## src/rtl/aes_round_ctrl.sv

```systemverilog
// Iterative AES-128 encryption sequencer.
// Holds the cipher state and round-key registers and steps one shared round
// datapath and one key-expansion function through the initial AddRoundKey
// and rounds 1..NR, with valid/ready handshakes on both block streams.
module aes_round_ctrl #(
  parameter int unsigned NR = 10
) (
  input  logic         clk,
  input  logic         rst,
  input  logic         in_valid,
  output logic         in_ready,
  input  logic [127:0] key,
  input  logic [127:0] plaintext,
  output logic         out_valid,
  input  logic         out_ready,
  output logic [127:0] ciphertext,
  output logic         busy,
  output logic [3:0]   round,
  output logic [127:0] rnd_in,
  output logic [127:0] rnd_key,
  output logic         rnd_last,
  input  logic [127:0] rnd_out,
  output logic [127:0] ks_in,
  output logic [7:0]   ks_rcon,
  input  logic [127:0] ks_out
);

  localparam logic [3:0] LastRound = 4'(NR);

  typedef enum logic [1:0] {StIdle, StRound, StDone} state_e;

  state_e       r_fsm;
  state_e       w_fsm_next;
  logic [127:0] r_state;
  logic [127:0] r_rkey;
  logic [3:0]   r_round;
  logic         w_accept;
  logic [7:0]   w_rcon;

  assign w_accept = in_valid && in_ready;

  // FSM state register
  always_ff @(posedge clk) begin
    if (rst) begin
      r_fsm <= StIdle;
    end else begin
      r_fsm <= w_fsm_next;
    end
  end

  // FSM next-state logic
  always_comb begin
    w_fsm_next = r_fsm;
    case (r_fsm)
      StIdle:  if (w_accept) w_fsm_next = StRound;
      StRound: if (r_round == LastRound) w_fsm_next = StDone;
      StDone:  if (out_ready) w_fsm_next = StIdle;
      default: w_fsm_next = StIdle;
    endcase
  end

  // Cipher state, round key and round counter updates
  always_ff @(posedge clk) begin
    if (rst) begin
      r_state <= '0;
      r_rkey  <= '0;
      r_round <= '0;
    end else begin
      case (r_fsm)
        StIdle: begin
          // Key and plaintext are sampled only here; later bus changes are ignored.
          if (w_accept) begin
            r_state <= plaintext ^ key;
            r_rkey  <= key;
            r_round <= 4'd1;
          end
        end
        StRound: begin
          r_state <= rnd_out;
          r_rkey  <= ks_out;
          if (r_round != LastRound) r_round <= r_round + 4'd1;
        end
        StDone: begin
          if (out_ready) r_round <= '0;
        end
        default: ;
      endcase
    end
  end

  // Round constant lookup, indexed by the current round
  always_comb begin
    case (r_round)
      4'd1:    w_rcon = 8'h01;
      4'd2:    w_rcon = 8'h02;
      4'd3:    w_rcon = 8'h04;
      4'd4:    w_rcon = 8'h08;
      4'd5:    w_rcon = 8'h10;
      4'd6:    w_rcon = 8'h20;
      4'd7:    w_rcon = 8'h40;
      4'd8:    w_rcon = 8'h80;
      4'd9:    w_rcon = 8'h1b;
      4'd10:   w_rcon = 8'h36;
      default: w_rcon = 8'h00;
    endcase
  end

  // FSM output decode; handshake outputs are held low while reset is asserted
  always_comb begin
    in_ready  = (r_fsm == StIdle) && !rst;
    out_valid = (r_fsm == StDone) && !rst;
    busy      = (r_fsm != StIdle);
    rnd_last  = (r_fsm == StRound) && (r_round == LastRound);
    ks_rcon   = (r_fsm == StRound) ? w_rcon : 8'h00;
  end

  assign ciphertext = r_state;
  assign rnd_in     = r_state;
  assign ks_in      = r_rkey;
  assign rnd_key    = ks_out;
  assign round      = r_round;

endmodule

```

## config.mk

```make
export PLATFORM = sky130hd
export DESIGN_NAME = aes_round_ctrl
export DESIGN_NICKNAME = d
export VERILOG_FILES = /design/src/rtl/aes_round_ctrl.sv
export SDC_FILE = /design/constraint.sdc
export NUM_CORES = 1
export LEC_CHECK = 0
export ABC_AREA = 1
export CAP_MARGIN = 5
export CORE_AREA = 5 5 399 401
export DETAILED_ROUTE_END_ITERATION = 6
export DIE_AREA = 0 0 404 406
export GPL_ROUTABILITY_DRIVEN = 0
export PLACE_DENSITY_LB_ADDON = 0.1
export RECOVER_POWER = 100
export SLEW_MARGIN = 20
export SYNTH_ARGS = -nofsm -noshare
export SYNTH_HDL_FRONTEND = slang
export SYNTH_SLANG_ARGS = --single-unit
export TNS_END_PERCENT = 100
```

## constraint.sdc

```tcl
create_clock -name clk -period 3.1 [get_ports clk]
set_input_delay 0.31 -clock clk [delete_from_list [all_inputs] [get_ports clk]]
set_output_delay 0.31 -clock clk [all_outputs]
set_load 0.01 [all_outputs]
```

==> flow_summary.yaml, run 1 <==
worst_hold_path:
  min-delay-start: "rnd_out[32]"
  min_path_type: "in2reg"
routing:
  wl_mm: 104
  vias_per_cell: 3.43
  num_vias: 16300
  wl_per_cell_um: 21.8
  first_pass_iters: 5
  dr.first_iter.drc_count: 710
  postRouteAntennaNets: 0
  remaining_drc_errors: 0
yosys:
  synth_area_leaders: "dfxtp_1 38%, buf_4 14%, nand2_1 11%"
  yosysSeqAreaShare_pct: 38.2
  ys.flop_type: "dfxtp_1"
  yosysMostFrequentCell: "nand2_1"
  synth_edf_count: 0
  syn-cell-area_um2: 14100
  yosysTopAreaCell: "dfxtp_1"
  syn-instance-count: 1942
  synthArstFlopShare_pct: 0
  yosys.area_share.simple_pct: 12.4
  avgSynthCellArea_um2: 7.28
  ys_top_cells_by_count: "427 x nand2_1, 290 x o21ai_0, 270 x dfxtp_1"
  syn_nets: 2468
  synth_warnings: 0
  synth_xor_area_share_pct: 0
  synth_top_family_by_area: "compound AO/OA/AOI/OAI gates"
  synth_compound_area_share_pct: 29.7
  synthAdderAreaFrac_pct: 0.885
  yosysTopAreaCellShare_pct: 38.2
  ys_seq_elements: 270
  yosysUniqueCellTypes: 19
  synthMuxAreaShare_pct: 0
clocking:
  cts_root_buf: "clkbuf_16"
  clock_path_buffers: 3
  insertion_delay_ns: 0.61
  htree_num_levels: 2
  cts_num_sinks: 270
  cts_tree: "built"
  clk_pin_slew_ns: 0.06
  numCtsBuffers: 45
final_layout:
  fillers: 17700
  nNetsFinal: 3185
  postLayoutCoreUtil_pct: 17.0
  multiInputGateArea_um2: 6100
  drive_gt1_share_pct: 3.28
  syn2layout_area_growth_pct: 86.3
  final-seq-area_um2: 5410
global_route:
  antenna_found_initial: 20
  grt_pass1_vias: 16700
  grt_overflow_total: 0
  grt_use_total_pct: 11.8
  grt_max_degree: 121
  grt_first_pass_wirelength_mm: 137
sta:
  timing.slew.headroom_pct: 30.3
  fin_skew_ns: 0.0196
  fmax_mhz: 353
  finalCriticalPeriod_ns: 2.83
  setup_violations: 0
  rsz0062_at_grt: "no"
  period_share_pct: 91.4
  maxSlewViolCount: 0
  tightestPinTransition_ns: 1.05
  finalSetupTns_ns: 0
  setup_ws_ns: 0.266
  hold_viol_final: 0
setup_path:
  reg2reg_from: "r_fsm[1]$_SDFFE_PP0P_"
  crit_arrival_ns: 2.52
  end_kind: "output port"
  start_kind: "flip-flop"
  path_max_fanout: 32
  crit_start: "r_fsm[1]$_SDFFE_PP0P_"
  path_class: "reg2out"
  worst_ep_required_time_ns: 2.79
placement:
  numPortBuffers: 1043
  dp_slack_ns: 0.448
  hpwl_mm: 82.0
floorplanning:
  die_h_um: 406
  rows: 145
  die_area_um2: 164000
  ios: 1044
  die_w_um: 404
  core_area_um2: 155000
  initial_core_util_pct: 9.11
power:
  power.density_nw_per_um2: 542
  p_leak_uw: 0.0102
  vdd_drop_max_mv: 0.323
status:
  status: "complete, no violations"
flow_run:
  cap_violations: 0
==> layout by cell type (no fill, tap or decap), types with 9 or more instances in the layout <==
| master | n |
|---|---|
| dlygate4sd3_1 | 523 |
| clkdlybuf4s50_1 | 520 |
| nand2_1 | 427 |
| o21ai_0 | 371 |
| dfxtp_1 | 270 |
| a31oi_1 | 256 |
| a21oi_1 | 132 |
| clkbuf_16 | 47 |
| inv_1 | 28 |
| clkbuf_1 | 17 |
| o21ai_1 | 15 |
| nand3_1 | 14 |
| nor2_1 | 10 |
| ha_1 | 9 |
==> cell families after synthesis <==
logic type	count (synthesis)
AO/OA/AOI/OAI	775
adder cells (fa/ha/maj)	10
buffers and inverters	429
flip-flops	270
AND/OR/NAND/NOR	458
==> metal layers <==
| layer | up-vias | global-route usage [%] | part of all wire (%) |
|---|---|---|---|
| met2 | 638 | 22.5 | 53 |
| met5 | - | 0 | 0.069 |
| met3 | 87 | 3.76 | 7.0 |
| met4 | 10 | 2.58 | 1.7 |
| met1 | 7523 | 12.8 | 38 |
| li1 | 8019 | - | - |
==> critical path: stages, from the launching register on <==
cell and delay, ns:
dfxtp_1 0.32, inv_1 0.13, ha_4 0.28, buf_16 0.24
nand2_1 0.17, inv_1 0.09, dlygate4sd3_1 0.69
==> sequential cells by signal (all words and copies together) (netlist names) <==
signal	flops
ciphertext	128
round	4
ks_in	128
w_rcon	8
r_fsm	2
==> report_power, final <==
group	internal (µW)	leakage, µW	switching [µW]
Clock	2990	0.000687	2030
Sequential	3980	0.00223	415
Combinational	2220	0.00725	2640
Total	9200	0.0102	5080
==> worst paths after layout <==
check                                     end  slack, ns  cells after the start
setup / recovery                   ks_rcon[0]       0.27                      6
hold / removal    ciphertext[32]$_SDFFE_PP0P_       0.29                      3
setup reg to reg       ks_in[22]$_SDFFE_PP0P_       0.46                      8
hold reg to reg         r_fsm[1]$_SDFFE_PP0P_       0.50                      2
==> metrics by stage <==
step	std cells	hold slack [ns]	total power, µW	area [µm²]
final	4752	0.290	14300	26400
after global routing	4749	0.235	15300	26300
after CTS	4745	0.194	15200	26400
after detailed placement	4669	0.493	9870	25000
after global placement	4669	0.511	9930	25000
after floorplan	1942	0.379	6760	14100
==> layout make-up <==
cell class | count | area share (%)
Timing Repair Buffer | 1069 | 40.8
Multi-Input combinational cell | 1243 | 23.2
Sequential cell | 270 | 20.5
Tap cell | 2058 | 9.77
Clock buffer | 67 | 5.01
Inverter | 30 | 0.475
Clock inverter | 8 | 0.261
Antenna cell | 7 | 0.0665
==> what timing repair did <==
action,CTS,global route
hold buffers,0,0
gates resized for setup,1,0
setup buffers,0,0
setup endpoints to repair,1,0
Power figures use the tool's default switching activity.
==> run 2, diff against run 1 <==
- CTS_CLUSTER_SIZE: unset -> 25
==> results of run 2 <==
No change in the layout: final DEF, timing and power equal those of run 1.
